## src/rtl/hct_counter_n_if.sv

```systemverilog
// rtl/hct_counter_n_if.sv - control/data bundle for hct_counter_n.
// CMP/MATCH exist only when HCT_COUNTER_MATCH_EN is defined.
interface hct_counter_n_if #(
   parameter int WIDTH = 4
);
   logic             _SR;
   logic             _PE;
   logic             CEP;
   logic             CET;
   logic             UP;
   logic [WIDTH-1:0] LIMIT;
   logic [WIDTH-1:0] D;
   logic [WIDTH-1:0] Q;
   logic             TC;
`ifdef HCT_COUNTER_MATCH_EN
   logic [WIDTH-1:0] CMP;
   logic             MATCH;
`endif

`ifdef HCT_COUNTER_MATCH_EN
   modport master (output _SR, _PE, CEP, CET, UP, LIMIT, D, CMP, input Q, TC, MATCH);
   modport slave  (input _SR, _PE, CEP, CET, UP, LIMIT, D, CMP, output Q, TC, MATCH);
`else
   modport master (output _SR, _PE, CEP, CET, UP, LIMIT, D, input Q, TC);
   modport slave  (input _SR, _PE, CEP, CET, UP, LIMIT, D, output Q, TC);
`endif
endinterface

```

## src/rtl/hct_counter_n.sv

```systemverilog
// rtl/hct_counter_n.sv - loadable up/down counter with programmable terminal value and cascade enables.
// Optional registered compare output under HCT_COUNTER_MATCH_EN.
module hct_counter_n #(
   parameter int WIDTH    = 4,
   parameter int SATURATE = 0
) (
   input logic            CP,
   input logic            MR,
   hct_counter_n_if.slave bus
);
   logic [WIDTH-1:0] q_r;
   logic [WIDTH-1:0] q_next;
   logic             at_limit;
   logic             at_zero;
   logic             count_en;

   assign at_limit = (q_r == bus.LIMIT);
   assign at_zero  = (q_r == '0);
   assign count_en = bus.CEP & bus.CET;

   always_comb begin
      q_next = q_r;
      if (!bus._SR) begin
         q_next = '0;
      end else if (!bus._PE) begin
         q_next = bus.D;
      end else if (count_en) begin
         if (bus.UP) begin
            // A value above LIMIT never equals it, so it runs on and wraps through all-ones.
            if (at_limit)
               q_next = (SATURATE != 0) ? q_r : '0;
            else
               q_next = q_r + WIDTH'(1);
         end else begin
            if (at_zero)
               q_next = (SATURATE != 0) ? q_r : bus.LIMIT;
            else
               q_next = q_r - WIDTH'(1);
         end
      end
   end

   always_ff @(posedge CP or posedge MR) begin
      if (MR)
         q_r <= '0;
      else
         q_r <= q_next;
   end

   assign bus.Q  = q_r;
   assign bus.TC = bus.CET & (bus.UP ? at_limit : at_zero);

`ifdef HCT_COUNTER_MATCH_EN
   logic match_r;

   // Compares the pre-edge value, so MATCH trails Q==CMP by one cycle.
   always_ff @(posedge CP or posedge MR) begin
      if (MR)
         match_r <= 1'b0;
      else
         match_r <= (q_r == bus.CMP);
   end

   assign bus.MATCH = match_r;
`endif
endmodule

```

## src/flat_wrapper.sv

```systemverilog
// flat-port wrapper written by rule: the top's interface ports become plain ports
module hct_counter_n_flat 
#(
   parameter int WIDTH    = 4,
   parameter int SATURATE = 0
)
  (CP, MR, bus__SR, bus__PE, bus_CEP, bus_CET, bus_UP, bus_LIMIT, bus_D, bus_Q, bus_TC);
  hct_counter_n_if #(.WIDTH(WIDTH)) bus_i ();
  input logic CP;
  input logic MR;
  input wire logic [$bits(bus_i._SR)-1:0] bus__SR;
  input wire logic [$bits(bus_i._PE)-1:0] bus__PE;
  input wire logic [$bits(bus_i.CEP)-1:0] bus_CEP;
  input wire logic [$bits(bus_i.CET)-1:0] bus_CET;
  input wire logic [$bits(bus_i.UP)-1:0] bus_UP;
  input wire logic [$bits(bus_i.LIMIT)-1:0] bus_LIMIT;
  input wire logic [$bits(bus_i.D)-1:0] bus_D;
  output wire logic [$bits(bus_i.Q)-1:0] bus_Q;
  output wire logic [$bits(bus_i.TC)-1:0] bus_TC;
  assign bus_i._SR = bus__SR;
  assign bus_i._PE = bus__PE;
  assign bus_i.CEP = bus_CEP;
  assign bus_i.CET = bus_CET;
  assign bus_i.UP = bus_UP;
  assign bus_i.LIMIT = bus_LIMIT;
  assign bus_i.D = bus_D;
  assign bus_Q = bus_i.Q;
  assign bus_TC = bus_i.TC;
  hct_counter_n #(.WIDTH(WIDTH), .SATURATE(SATURATE)) u_core (.CP(CP), .MR(MR), .bus(bus_i));
endmodule
```

## config.mk

```make
export PLATFORM = sky130hd
export DESIGN_NAME = hct_counter_n_flat
export DESIGN_NICKNAME = d
export VERILOG_FILES = /design/src/rtl/hct_counter_n_if.sv /design/src/rtl/hct_counter_n.sv /design/src/flat_wrapper.sv
export SDC_FILE = /design/constraint.sdc
export NUM_CORES = 1
export LEC_CHECK = 0
export ABC_CLOCK_PERIOD_IN_PS = 4200
export CAP_MARGIN = 5
export CORE_AREA = 4 4 41 43
export DETAILED_ROUTE_END_ITERATION = 7
export DIE_AREA = 0 0 45 47
export PLACE_DENSITY = 0.68
export SYNTH_ARGS = -nofsm -noshare
export SYNTH_HDL_FRONTEND = slang
export SYNTH_SLANG_ARGS = --single-unit
```

## constraint.sdc

```tcl
create_clock -name CP -period 4.2 [get_ports CP]
set_clock_uncertainty 0.1 [all_clocks]
set_input_delay 0.42 -clock CP [delete_from_list [all_inputs] [get_ports CP]]
set_output_delay 0.42 -clock CP [all_outputs]
set_load 0.005 [all_outputs]
```

==> impl_metrics.xml, run 1 <==
<?xml version="1.0" encoding="UTF-8"?>
<metrics>
  <group name="timing">
    <metric name="report.final.slew_viol_count" unit="">0</metric>
    <metric name="setup_violations" unit="">0</metric>
    <metric name="post-route-min-period" unit="ns">2.61</metric>
    <metric name="timing.max_slew.rel_slack" unit="">0.758</metric>
    <metric name="tightest_slew" unit="ns">0.363</metric>
    <metric name="setup_total_negative_slack" unit="ns">0</metric>
    <metric name="fmaxAchievable" unit="MHz">382</metric>
    <metric name="finalHoldViolCount" unit="">0</metric>
    <metric name="post-route-period-util" unit="">0.623</metric>
    <metric name="holdWs" unit="ns">0.274</metric>
    <metric name="rsz0062_at_grt" unit="">no</metric>
  </group>
  <group name="power">
    <metric name="max-vdd-ir-drop" unit="uV">125</metric>
    <metric name="switching_share" unit="">0.310</metric>
    <metric name="power.density_cell_area" unit="nW/um2">235</metric>
    <metric name="seqPwrFrac" unit="">0.321</metric>
    <metric name="pwr-share-comb" unit="">0.369</metric>
    <metric name="static-leakage-power" unit="nW">0.284</metric>
    <metric name="netSwitchingPower" unit="mW">0.0478</metric>
    <metric name="totalPowerFinal" unit="mW">0.154</metric>
    <metric name="cell_internal_pwr" unit="mW">0.106</metric>
    <metric name="power.share.clock" unit="">0.310</metric>
  </group>
  <group name="layout">
    <metric name="final_net_count" unit="">94</metric>
    <metric name="filler_cell_count" unit="">140</metric>
    <metric name="final_cell_count_no_fill" unit="">90</metric>
    <metric name="num_antenna_cells" unit="">0</metric>
    <metric name="flip_flop_count_of_the_largest_register_after_layout" unit="">4</metric>
    <metric name="drive_above_1_share" unit="">0.0800</metric>
    <metric name="area.growth.synth_to_final" unit="%">46.2</metric>
  </group>
  <group name="synthesis">
    <metric name="synth.yosys.seq_area_share" unit="">0.223</metric>
    <metric name="synth.net_count" unit="">73</metric>
    <metric name="yosysWarnings" unit="">0</metric>
    <metric name="synthDistinctLibCells" unit="">28</metric>
    <metric name="synthArstFlopShare" unit="">1.00</metric>
    <metric name="syn_area_per_cell" unit="um2">8.02</metric>
    <metric name="netlist_instances" unit="">56</metric>
    <metric name="postSynthRegisterBits" unit="">4</metric>
    <metric name="mappedNetlistArea" unit="um2">449</metric>
    <metric name="synth_edf_count" unit="">0</metric>
    <metric name="synth-main-ff-cell" unit="">sky130_fd_sc_hd__dfrtp_1</metric>
  </group>
  <group name="floorplan">
    <metric name="die_w" unit="um">45</metric>
    <metric name="core-area" unit="um2">1300</metric>
    <metric name="die-height" unit="um">47</metric>
    <metric name="io_pins" unit="">20</metric>
    <metric name="floorplan.initialDensity" unit="">0.345</metric>
    <metric name="die-area" unit="um2">2120</metric>
    <metric name="fp-row-count" unit="">13</metric>
  </group>
  <group name="clock_network">
    <metric name="cts_max_level" unit="">1</metric>
    <metric name="path_clk_slew" unit="ns">0.04</metric>
    <metric name="cts-root-buf" unit="">sky130_fd_sc_hd__clkbuf_4</metric>
    <metric name="cts_buffers" unit="">3</metric>
    <metric name="cts_hold_buffers" unit="">0</metric>
    <metric name="cts_resized" unit="">0</metric>
    <metric name="insertion_delay" unit="ns">0.23</metric>
    <metric name="cts.sinks" unit="">4</metric>
    <metric name="tritoncts" unit="">built</metric>
    <metric name="cts_setup_buffers" unit="">0</metric>
    <metric name="cts-root-to-sink-buffers" unit="">2</metric>
  </group>
  <group name="hold_path">
    <metric name="worst_hold_path_type" unit="">in -&gt; async</metric>
  </group>
  <group name="run">
    <metric name="timing.max_cap.violations" unit="">0</metric>
  </group>
  <group name="setup_path">
    <metric name="buffers_and_inverters_on_the_worst_path" unit="">2</metric>
    <metric name="crit_top_cell" unit="">sky130_fd_sc_hd__clkdlybuf4s50_1</metric>
    <metric name="cp_top_family" unit="">buffers and inverters</metric>
    <metric name="worstPathRequired" unit="ns">3.68</metric>
    <metric name="timing.setup.critical_path_class" unit="">in -&gt; out</metric>
    <metric name="path_cells" unit="">clkdlybuf4s50_1 &gt; nand2b_1 &gt; nor3_1 &gt; o21a_1 &gt; clkdlybuf4s50_1</metric>
    <metric name="reg2reg_from" unit="">u_core.bus.Q[0]$_DFFE_PP0P_</metric>
    <metric name="reg2reg_to" unit="">u_core.bus.Q[0]$_DFFE_PP0P_</metric>
    <metric name="critPathArrivalTime" unit="ns">2.09</metric>
    <metric name="timing.critical_path.slowest_stage_cell" unit="">sky130_fd_sc_hd__clkdlybuf4s50_1</metric>
    <metric name="worst_setup_path_start_kind" unit="">input port</metric>
    <metric name="slowest_delay" unit="ns">0.51</metric>
    <metric name="worst_r2r_path_depth" unit="">6</metric>
    <metric name="crit_fanout" unit="">7</metric>
    <metric name="worst-r2r-setup-slack" unit="ns">2.45</metric>
    <metric name="timing.critical_path.to_type" unit="">output port</metric>
  </group>
  <group name="routing">
    <metric name="drtPass1Iterations" unit="">4</metric>
    <metric name="drt-initial-drc-count" unit="">17</metric>
    <metric name="num_vias" unit="">472</metric>
    <metric name="dr_vias_cell" unit="">5.24</metric>
    <metric name="drc_errors" unit="">0</metric>
    <metric name="wl" unit="um">1100</metric>
    <metric name="drt.antenna.violating_nets" unit="">0</metric>
    <metric name="post_drt_wl_per_cell" unit="um">12.2</metric>
  </group>
  <group name="outcome">
    <metric name="outcome" unit="">complete, no violations</metric>
  </group>
  <group name="global_routing">
    <metric name="grt_antenna_before_repair" unit="">0</metric>
    <metric name="grt_start_max_net_pins" unit="">11</metric>
    <metric name="grt_usage" unit="">0.120</metric>
    <metric name="first_global_vias" unit="">444</metric>
    <metric name="grt_pass1_wl" unit="um">1800</metric>
    <metric name="grt.overflow.total" unit="">0</metric>
  </group>
  <group name="place">
    <metric name="cell_count_after_placement" unit="">87</metric>
    <metric name="dp_hpwl" unit="um">900</metric>
    <metric name="routabilityCongestion" unit="">0.741</metric>
    <metric name="count_of_buffers_from_port_buffering" unit="">19</metric>
  </group>
</metrics>
## worst max-delay path by stage
stage,end,from,depth (start not counted),slack [ns]
after CTS,bus_TC,u_core.bus.Q[0]$_DFFE_PP0P_,6,1.57
after global routing,bus_TC,u_core.bus.Q[0]$_DFFE_PP0P_,6,1.44
after detailed placement,bus_TC,bus_LIMIT[2],5,1.59
after global placement,bus_TC,bus_LIMIT[2],5,1.59
after floorplan,bus_TC,u_core.bus.Q[0]$_DFFE_PP0P_,6,2.42
final,bus_TC,bus_UP,5,1.59
## cells in the mapped netlist, types with 3 or more instances
cell type                 count  share of area
sky130_fd_sc_hd__o21ai_0      3          0.033
sky130_fd_sc_hd__a21oi_1      5          0.056
sky130_fd_sc_hd__inv_1        4          0.033
sky130_fd_sc_hd__dfrtp_1      4           0.22
sky130_fd_sc_hd__o31ai_1      3          0.050
sky130_fd_sc_hd__nand2_1      7          0.059
sky130_fd_sc_hd__nor2_1       3          0.025
## layer usage
layer	track usage	up-vias	share of wire	routed length, um
li1	-	240	-	-
met1	0.133	215	0.41	449
met2	0.206	17	0.54	592
met3	0.0115	0	0.054	60
met4	0.105	0	0	0
met5	0	-	0	0
## placed cells by master (no fill, tap or decap), types with 3 or more instances in the layout
master | Yosys | routed
sky130_fd_sc_hd__clkdlybuf4s50_1 | 0 | 19
sky130_fd_sc_hd__nand2_1 | 7 | 7
sky130_fd_sc_hd__a21oi_1 | 5 | 5
sky130_fd_sc_hd__inv_1 | 4 | 4
sky130_fd_sc_hd__dfrtp_1 | 4 | 4
sky130_fd_sc_hd__nor2_1 | 3 | 3
sky130_fd_sc_hd__o21ai_0 | 3 | 3
sky130_fd_sc_hd__o31ai_1 | 3 | 3
sky130_fd_sc_hd__clkbuf_4 | 0 | 3
## logic make-up after synthesis
logic type               Yosys count  synth area share
AO/OA/AOI/OAI                     20             0.292
AND/OR/NAND/NOR                   18             0.228
buffers and inverters              7            0.0863
XOR/XNOR                           5             0.114
flip-flops                         4             0.223
adder cells (fa/ha/maj)            2            0.0557
## per-stage QoR
| stage | setup slack [ns] | util | cell area (um2) |
|---|---|---|---|
| floorplan | 2.42 | - | 449 |
| global placement | 1.59 | 0.488 | 634 |
| detailed placement | 1.59 | 0.488 | 634 |
| CTS | 1.57 | 0.505 | 657 |
| global route | 1.44 | 0.505 | 657 |
| finish | 1.59 | 0.505 | 657 |
## worst reg2reg max path, stage by stage, from the launching register on
cell	delay [ns]
sky130_fd_sc_hd__dfrtp_1	0.48
sky130_fd_sc_hd__inv_1	0.10
sky130_fd_sc_hd__ha_1	0.23
sky130_fd_sc_hd__nand2b_1	0.11
sky130_fd_sc_hd__nor3_1	0.29
sky130_fd_sc_hd__a21oi_1	0.12
sky130_fd_sc_hd__o31ai_1	0.22
## power by group through the flow
stage	combinational (mW)	sequential (mW)	clock [mW]
6_report	0.0569	0.0494	0.0477
5_1_grt	0.0625	0.0504	0.0526
3_5_place_dp	0.0568	0.0499	0
4_1_cts	0.0571	0.0494	0.0502
2_1_floorplan	0.0363	0.0449	0
3_3_place_gp	0.0562	0.0501	0
## cell type report
type / instances / area, um2 / area share
well taps: 15 / 18.8 / 0.0286
repair buffers: 19 / 190 / 0.290
flip-flops and latches: 4 / 100 / 0.152
clock buffers: 3 / 22.5 / 0.0343
multi-input cells: 45 / 310 / 0.472
inverters: 4 / 15.0 / 0.0229
(Power assumes the default switching activity.)
==> run 2, diff against run 1 <==
Settings changed: ABC_CLOCK_PERIOD_IN_PS 4200 to 2160, PLACE_DENSITY 0.68 to 0.7.
Clock period 4.2 ns to 2.16 ns, I/O delays scaled along.
==> impl_metrics.xml, run 2 (synthesis results as in run 1) <==
<?xml version="1.0" encoding="UTF-8"?>
<metrics>
  <group name="setup_path">
    <metric name="crit_fanout" unit="">5</metric>
    <metric name="worst_r2r_path_depth" unit="">12</metric>
    <metric name="timing.setup.critical_path_class" unit="">reg -&gt; reg</metric>
    <metric name="worstPathRequired" unit="ns">2.22</metric>
    <metric name="reg2reg_to" unit="">u_core.bus.Q[0]$_DFFE_PP0P_</metric>
    <metric name="worst_setup_path_start_kind" unit="">flop</metric>
    <metric name="critPathArrivalTime" unit="ns">2.01</metric>
    <metric name="reg2reg_from" unit="">u_core.bus.Q[1]$_DFFE_PP0P_</metric>
    <metric name="worst-r2r-setup-slack" unit="ns">0.21</metric>
    <metric name="timing.critical_path.to_type" unit="">flop</metric>
  </group>
  <group name="floorplan">
    <metric name="die_w" unit="um">45</metric>
    <metric name="core-area" unit="um2">1300</metric>
    <metric name="fp-row-count" unit="">13</metric>
    <metric name="floorplan.initialDensity" unit="">0.345</metric>
    <metric name="die-height" unit="um">47</metric>
    <metric name="die-area" unit="um2">2120</metric>
    <metric name="io_pins" unit="">20</metric>
  </group>
  <group name="timing">
    <metric name="fmaxAchievable" unit="MHz">512</metric>
    <metric name="setup_violations" unit="">0</metric>
    <metric name="holdWs" unit="ns">0.0528</metric>
    <metric name="report.final.slew_viol_count" unit="">0</metric>
    <metric name="timing.max_slew.rel_slack" unit="">0.795</metric>
    <metric name="rsz0062_at_grt" unit="">no</metric>
    <metric name="setup_total_negative_slack" unit="ns">0</metric>
    <metric name="post-route-period-util" unit="">0.904</metric>
    <metric name="post-route-min-period" unit="ns">1.95</metric>
    <metric name="tightest_slew" unit="ns">0.307</metric>
    <metric name="finalHoldViolCount" unit="">0</metric>
  </group>
  <group name="layout">
    <metric name="area.growth.synth_to_final" unit="%">73.3</metric>
    <metric name="commonest_non_fill_non_tap_cell_in_the_layout" unit="">sky130_fd_sc_hd__clkdlybuf4s50_1</metric>
    <metric name="final_net_count" unit="">106</metric>
    <metric name="filler_cell_count" unit="">122</metric>
    <metric name="multi_input_comb_area" unit="um2">335</metric>
    <metric name="seqCellArea" unit="um2">101</metric>
    <metric name="num_antenna_cells" unit="">0</metric>
    <metric name="flip_flop_count_of_the_largest_register_after_layout" unit="">4</metric>
    <metric name="drive_above_1_share" unit="">0.264</metric>
    <metric name="mostFrequentLayoutCells" unit="">sky130_fd_sc_hd__clkdlybuf4s50_1, sky130_fd_sc_hd__buf_4, sky130_fd_sc_hd__nand2_1, sky130_fd_sc_hd__a21oi_1</metric>
    <metric name="final_core_util" unit="">0.598</metric>
  </group>
  <group name="place">
    <metric name="count_of_buffers_from_port_buffering" unit="">19</metric>
    <metric name="dp_hpwl" unit="um">972</metric>
    <metric name="routabilityCongestion" unit="">0.764</metric>
  </group>
  <group name="clock_network">
    <metric name="cts.sinks" unit="">4</metric>
    <metric name="cts_max_level" unit="">1</metric>
    <metric name="cts_hold_buffers" unit="">0</metric>
    <metric name="insertion_delay" unit="ns">0.25</metric>
    <metric name="path_clk_slew" unit="ns">0.04</metric>
    <metric name="cts-root-to-sink-buffers" unit="">2</metric>
    <metric name="cts-root-buf" unit="">sky130_fd_sc_hd__clkbuf_4</metric>
    <metric name="cts_buffers" unit="">3</metric>
    <metric name="tritoncts" unit="">built</metric>
  </group>
  <group name="global_routing">
    <metric name="grt_usage" unit="">0.145</metric>
    <metric name="grt_pass1_wl" unit="um">2100</metric>
    <metric name="grt_start_max_net_pins" unit="">10</metric>
    <metric name="first_global_vias" unit="">527</metric>
    <metric name="grt_antenna_before_repair" unit="">0</metric>
    <metric name="grt.overflow.total" unit="">0</metric>
  </group>
  <group name="routing">
    <metric name="drtPass1Iterations" unit="">4</metric>
    <metric name="dr_vias_cell" unit="">5.20</metric>
    <metric name="drt.antenna.violating_nets" unit="">0</metric>
    <metric name="wl" unit="um">1330</metric>
    <metric name="drc_errors" unit="">0</metric>
    <metric name="post_drt_wl_per_cell" unit="um">13.0</metric>
    <metric name="drt-initial-drc-count" unit="">10</metric>
    <metric name="num_vias" unit="">530</metric>
  </group>
  <group name="power">
    <metric name="static-leakage-power" unit="nW">0.378</metric>
    <metric name="power.density_cell_area" unit="nW/um2">443</metric>
    <metric name="max-vdd-ir-drop" unit="uV">326</metric>
  </group>
  <group name="hold_path">
    <metric name="worst_hold_path_type" unit="">in -&gt; async</metric>
  </group>
  <group name="run">
    <metric name="timing.max_cap.violations" unit="">0</metric>
  </group>
  <group name="outcome">
    <metric name="outcome" unit="">complete, no violations</metric>
  </group>
</metrics>
run 2: changes by cell type in the layout (fill, tap and decap cells not counted), sizes merged:
cell           change
buf               +12
clkdlybuf4s50      -2
dlymetal6s2s       +2
run 2: timing repair:
| action | 4_1_cts | 5_1_grt |
|---|---|---|
| endpoints found under the setup margin | 1 | 1 |
| setup buffers | 4 | 0 |
| endpoints found under the hold margin | 0 | 0 |
| pin swaps | 3 | 1 |
| resized for setup | 4 | 4 |
run 2: how the worst max path moves through the flow:
stage / startpoint / slack [ns] / depth (start not counted) / end
finish: u_core.bus.Q[1]$_DFFE_PP0P_ / 0.21 / 12 / u_core.bus.Q[0]$_DFFE_PP0P_
global placement: bus_LIMIT[2] / 0.05 / 5 / bus_TC
global route: u_core.bus.Q[1]$_DFFE_PP0P_ / 0.1 / 12 / u_core.bus.Q[0]$_DFFE_PP0P_
CTS: u_core.bus.Q[0]$_DFFE_PP0P_ / 0.002 / 6 / bus_TC
floorplan: u_core.bus.Q[0]$_DFFE_PP0P_ / 0.58 / 6 / bus_TC
detailed placement: bus_LIMIT[2] / 0.05 / 5 / bus_TC
run 2: routing by layer:
layer / GRT usage / share of wire / vias up
met5: 0 / 0 / -
met4: 0.135 / 0.021 / 0
met2: 0.271 / 0.55 / 16
li1: - / - / 259
met3: 0.0153 / 0.038 / 3
met1: 0.138 / 0.39 / 252
run 2: power breakdown:
group,internal (mW),leakage (nW),switching [mW]
registers,0.0810,0.0515,0.00692
clock network,0.0626,0.0138,0.0366
logic,0.0905,0.313,0.0671
total,0.234,0.378,0.111
run 2: final cells by class:
type	instances	area share
Multi-Input combinational cell	45	0.431
Timing Repair Buffer	31	0.367
Sequential cell	4	0.130
Clock buffer	3	0.0289
Tap cell	15	0.0241
Inverter	4	0.0193
run 2: critical path, stage by stage (launching register included):
cell and delay [ns]:
sky130_fd_sc_hd__dfrtp_2 0.41, sky130_fd_sc_hd__inv_2 0.06, sky130_fd_sc_hd__ha_4 0.17, sky130_fd_sc_hd__nand2b_1 0.13
sky130_fd_sc_hd__nor3_2 0.06, sky130_fd_sc_hd__buf_4 0.12, sky130_fd_sc_hd__buf_4 0.12, sky130_fd_sc_hd__buf_4 0.12
sky130_fd_sc_hd__buf_4 0.12, sky130_fd_sc_hd__buf_4 0.13, sky130_fd_sc_hd__nor2_1 0.10, sky130_fd_sc_hd__a21oi_1 0.05
sky130_fd_sc_hd__o31ai_1 0.18
run 2: through the flow:
step / cells / area, um2 / power [mW] / worst slack [ns]
CTS: 102 / 764 / 0.344 / 0.00196
finish: 102 / 778 / 0.345 / 0.208
global route: 102 / 778 / 0.365 / 0.0959
floorplan: 56 / 449 / 0.158 / 0.581
global placement: 95 / 694 / 0.223 / 0.0505
detailed placement: 95 / 694 / 0.224 / 0.0470
==> run 3, diff against run 2 <==
Settings changed: ABC_CLOCK_PERIOD_IN_PS 2160 to default, CELL_PAD_IN_SITES_DETAIL_PLACEMENT from default to 0, CELL_PAD_IN_SITES_GLOBAL_PLACEMENT from default to 1, CORE_AREA 4 4 41 43 to default, CORE_ASPECT_RATIO from default to 0.9, CORE_MARGIN from default to 4, CORE_UTILIZATION from default to 25, DIE_AREA 0 0 45 47 to default, PLACE_DENSITY 0.7 to 0.74.
==> impl_metrics.xml, run 3 (synthesis results as in run 1) <==
<?xml version="1.0" encoding="UTF-8"?>
<metrics>
  <group name="setup_path">
    <metric name="critPathArrivalTime" unit="ns">1.60</metric>
    <metric name="buffers_and_inverters_on_the_worst_path" unit="">2</metric>
    <metric name="timing.setup.critical_path_class" unit="">reg -&gt; out</metric>
    <metric name="worst_setup_path_start_kind" unit="">flop</metric>
    <metric name="timing.critical_path.slowest_stage_cell" unit="">sky130_fd_sc_hd__dfrtp_1</metric>
    <metric name="cp_top_family" unit="">flip-flops</metric>
    <metric name="worstPathRequired" unit="ns">1.84</metric>
    <metric name="path_cells" unit="">inv_1 &gt; ha_1 &gt; nand2b_1 &gt; nor3_2 &gt; o21a_1 &gt; dlygate4sd2_1</metric>
    <metric name="slowest_delay" unit="ns">0.39</metric>
    <metric name="timing.critical_path.to_type" unit="">output port</metric>
    <metric name="crit_fanout" unit="">3</metric>
  </group>
  <group name="routing">
    <metric name="drc_errors" unit="">0</metric>
    <metric name="drt-initial-drc-count" unit="">5</metric>
    <metric name="dr_vias_cell" unit="">4.55</metric>
    <metric name="drtPass1Iterations" unit="">4</metric>
    <metric name="num_vias" unit="">491</metric>
    <metric name="drt.antenna.violating_nets" unit="">0</metric>
    <metric name="post_drt_wl_per_cell" unit="um">11.4</metric>
    <metric name="wl" unit="um">1230</metric>
  </group>
  <group name="layout">
    <metric name="multi_input_comb_area" unit="um2">315</metric>
    <metric name="num_antenna_cells" unit="">0</metric>
    <metric name="mostFrequentLayoutCells" unit="">sky130_fd_sc_hd__clkdlybuf4s50_1, sky130_fd_sc_hd__buf_4, sky130_fd_sc_hd__nand2_1, sky130_fd_sc_hd__a21oi_1</metric>
    <metric name="final_cell_count_no_fill" unit="">108</metric>
    <metric name="filler_cell_count" unit="">185</metric>
    <metric name="area.growth.synth_to_final" unit="%">64.6</metric>
    <metric name="final_net_count" unit="">103</metric>
    <metric name="drive_above_1_share" unit="">0.190</metric>
    <metric name="seqCellArea" unit="um2">100</metric>
    <metric name="commonest_non_fill_non_tap_cell_in_the_layout" unit="">sky130_fd_sc_hd__clkdlybuf4s50_1</metric>
    <metric name="flip_flop_count_of_the_largest_register_after_layout" unit="">4</metric>
  </group>
  <group name="timing">
    <metric name="timing.max_slew.rel_slack" unit="">0.783</metric>
    <metric name="report.final.slew_viol_count" unit="">0</metric>
    <metric name="fmaxAchievable" unit="MHz">523</metric>
    <metric name="setup_total_negative_slack" unit="ns">0</metric>
    <metric name="setup_violations" unit="">0</metric>
    <metric name="rsz0062_at_grt" unit="">no</metric>
    <metric name="tightest_slew" unit="ns">0.326</metric>
    <metric name="post-route-min-period" unit="ns">1.91</metric>
    <metric name="post-route-period-util" unit="">0.886</metric>
    <metric name="finalHoldViolCount" unit="">0</metric>
  </group>
  <group name="clock_network">
    <metric name="cts.sinks" unit="">4</metric>
    <metric name="cts_max_level" unit="">1</metric>
    <metric name="insertion_delay" unit="ns">0.24</metric>
    <metric name="cts-root-buf" unit="">sky130_fd_sc_hd__clkbuf_4</metric>
    <metric name="cts-root-to-sink-buffers" unit="">2</metric>
    <metric name="path_clk_slew" unit="ns">0.04</metric>
    <metric name="cts_hold_buffers" unit="">0</metric>
    <metric name="tritoncts" unit="">built</metric>
    <metric name="cts_buffers" unit="">3</metric>
  </group>
  <group name="run">
    <metric name="timing.max_cap.violations" unit="">0</metric>
  </group>
  <group name="place">
    <metric name="cell_count_after_placement" unit="">104</metric>
    <metric name="dp_hpwl" unit="um">998</metric>
    <metric name="count_of_buffers_from_port_buffering" unit="">19</metric>
    <metric name="routabilityCongestion" unit="">0.806</metric>
  </group>
  <group name="global_routing">
    <metric name="grt_antenna_before_repair" unit="">0</metric>
    <metric name="grt_start_max_net_pins" unit="">10</metric>
    <metric name="grt.overflow.total" unit="">0</metric>
    <metric name="grt_usage" unit="">0.106</metric>
    <metric name="grt_pass1_wl" unit="um">1830</metric>
    <metric name="first_global_vias" unit="">429</metric>
  </group>
  <group name="floorplan">
    <metric name="die-height" unit="um">48.2</metric>
    <metric name="io_pins" unit="">20</metric>
    <metric name="floorplan.initialDensity" unit="">0.267</metric>
    <metric name="die-area" unit="um2">2540</metric>
    <metric name="die_w" unit="um">52.7</metric>
    <metric name="core-area" unit="um2">1680</metric>
    <metric name="fp-row-count" unit="">14</metric>
  </group>
  <group name="outcome">
    <metric name="outcome" unit="">complete, no violations</metric>
  </group>
  <group name="power">
    <metric name="power.density_cell_area" unit="nW/um2">435</metric>
    <metric name="max-vdd-ir-drop" unit="uV">206</metric>
    <metric name="static-leakage-power" unit="nW">0.334</metric>
    <metric name="totalPowerFinal" unit="mW">0.322</metric>
  </group>
  <group name="hold_path">
    <metric name="worst_hold_path_type" unit="">in -&gt; async</metric>
  </group>
</metrics>
==> run 3: cell types whose count changed in the layout (fill, tap and decap cells not counted) <==
cell / delta
sky130_fd_sc_hd__buf_4: -3
sky130_fd_sc_hd__clkdlybuf4s50_1: +1
sky130_fd_sc_hd__dfrtp_1: +1
sky130_fd_sc_hd__dfrtp_2: -1
sky130_fd_sc_hd__dlygate4sd2_1: +1
sky130_fd_sc_hd__dlymetal6s2s_1: -2
sky130_fd_sc_hd__ha_1: +1
sky130_fd_sc_hd__ha_4: -1
sky130_fd_sc_hd__inv_1: +1
sky130_fd_sc_hd__inv_2: -1
sky130_fd_sc_hd__xnor2_1: +1
sky130_fd_sc_hd__xnor2_2: -1
==> run 3: cell type report <==
cell class	instances	area share
clock buffer	3	0.0305
sequential	4	0.135
multi-input combinational	45	0.426
timing repair buffer	28	0.347
inverter	4	0.0203
tap	24	0.0406
==> run 3: path summary, 6_finish.rpt <==
check / start / endpoint / slack [ns] / cells after the start
max: u_core.bus.Q[0]$_DFFE_PP0P_ / bus_TC / 0.25 / 6
min in group CP: bus_D[0] / u_core.bus.Q[0]$_DFFE_PP0P_ / 0.49 / 3
max in group asynchronous: MR / u_core.bus.Q[2]$_DFFE_PP0P_ / 1.75 / 2
max reg2reg: u_core.bus.Q[0]$_DFFE_PP0P_ / u_core.bus.Q[3]$_DFFE_PP0P_ / 0.60 / 7
min: MR / u_core.bus.Q[1]$_DFFE_PP0P_ / 0.06 / 2
min reg2reg: u_core.bus.Q[0]$_DFFE_PP0P_ / u_core.bus.Q[0]$_DFFE_PP0P_ / 0.59 / 3
==> run 3: power breakdown <==
part / total [mW] / internal [mW] / switching [mW]
clock: 0.0960 / 0.0623 / 0.0336
combinational: 0.140 / 0.0780 / 0.0618
sequential: 0.0860 / 0.0808 / 0.00516
==> run 3: worst register-to-register path, cell delays in order (launching register included) <==
cell and delay, ns:
sky130_fd_sc_hd__dfrtp_1 0.37, sky130_fd_sc_hd__inv_1 0.06, sky130_fd_sc_hd__ha_1 0.20, sky130_fd_sc_hd__buf_4 0.15
sky130_fd_sc_hd__o21bai_1 0.14, sky130_fd_sc_hd__a21oi_1 0.16, sky130_fd_sc_hd__o31ai_1 0.08, sky130_fd_sc_hd__a21o_1 0.18
==> run 3: repair_timing <==
item | CTS | global route
gates resized for setup | 2 | 0
buffers inserted | 1 | 0
endpoints found under the setup margin | 1 | 0
==> run 3: per-layer routing <==
metal	track usage	vias up	wire, um
li1	-	256	-
met5	0	-	0
met4	0.0612	0	14
met1	0.122	213	541
met2	0.163	18	550
met3	0.0520	4	120
==> run 3: through the flow <==
step           instance area [um2]  hold WS, ns   util  setup slack, ns
6_report                       739       0.0553  0.440            0.247
2_1_floorplan                  449       -0.118      -            0.581
3_3_place_gp                   706        0.315  0.420           0.0347
3_5_place_dp                   706        0.306  0.420           0.0334
4_1_cts                        739       0.0503  0.440            0.227
5_1_grt                        739       0.0851  0.440            0.136
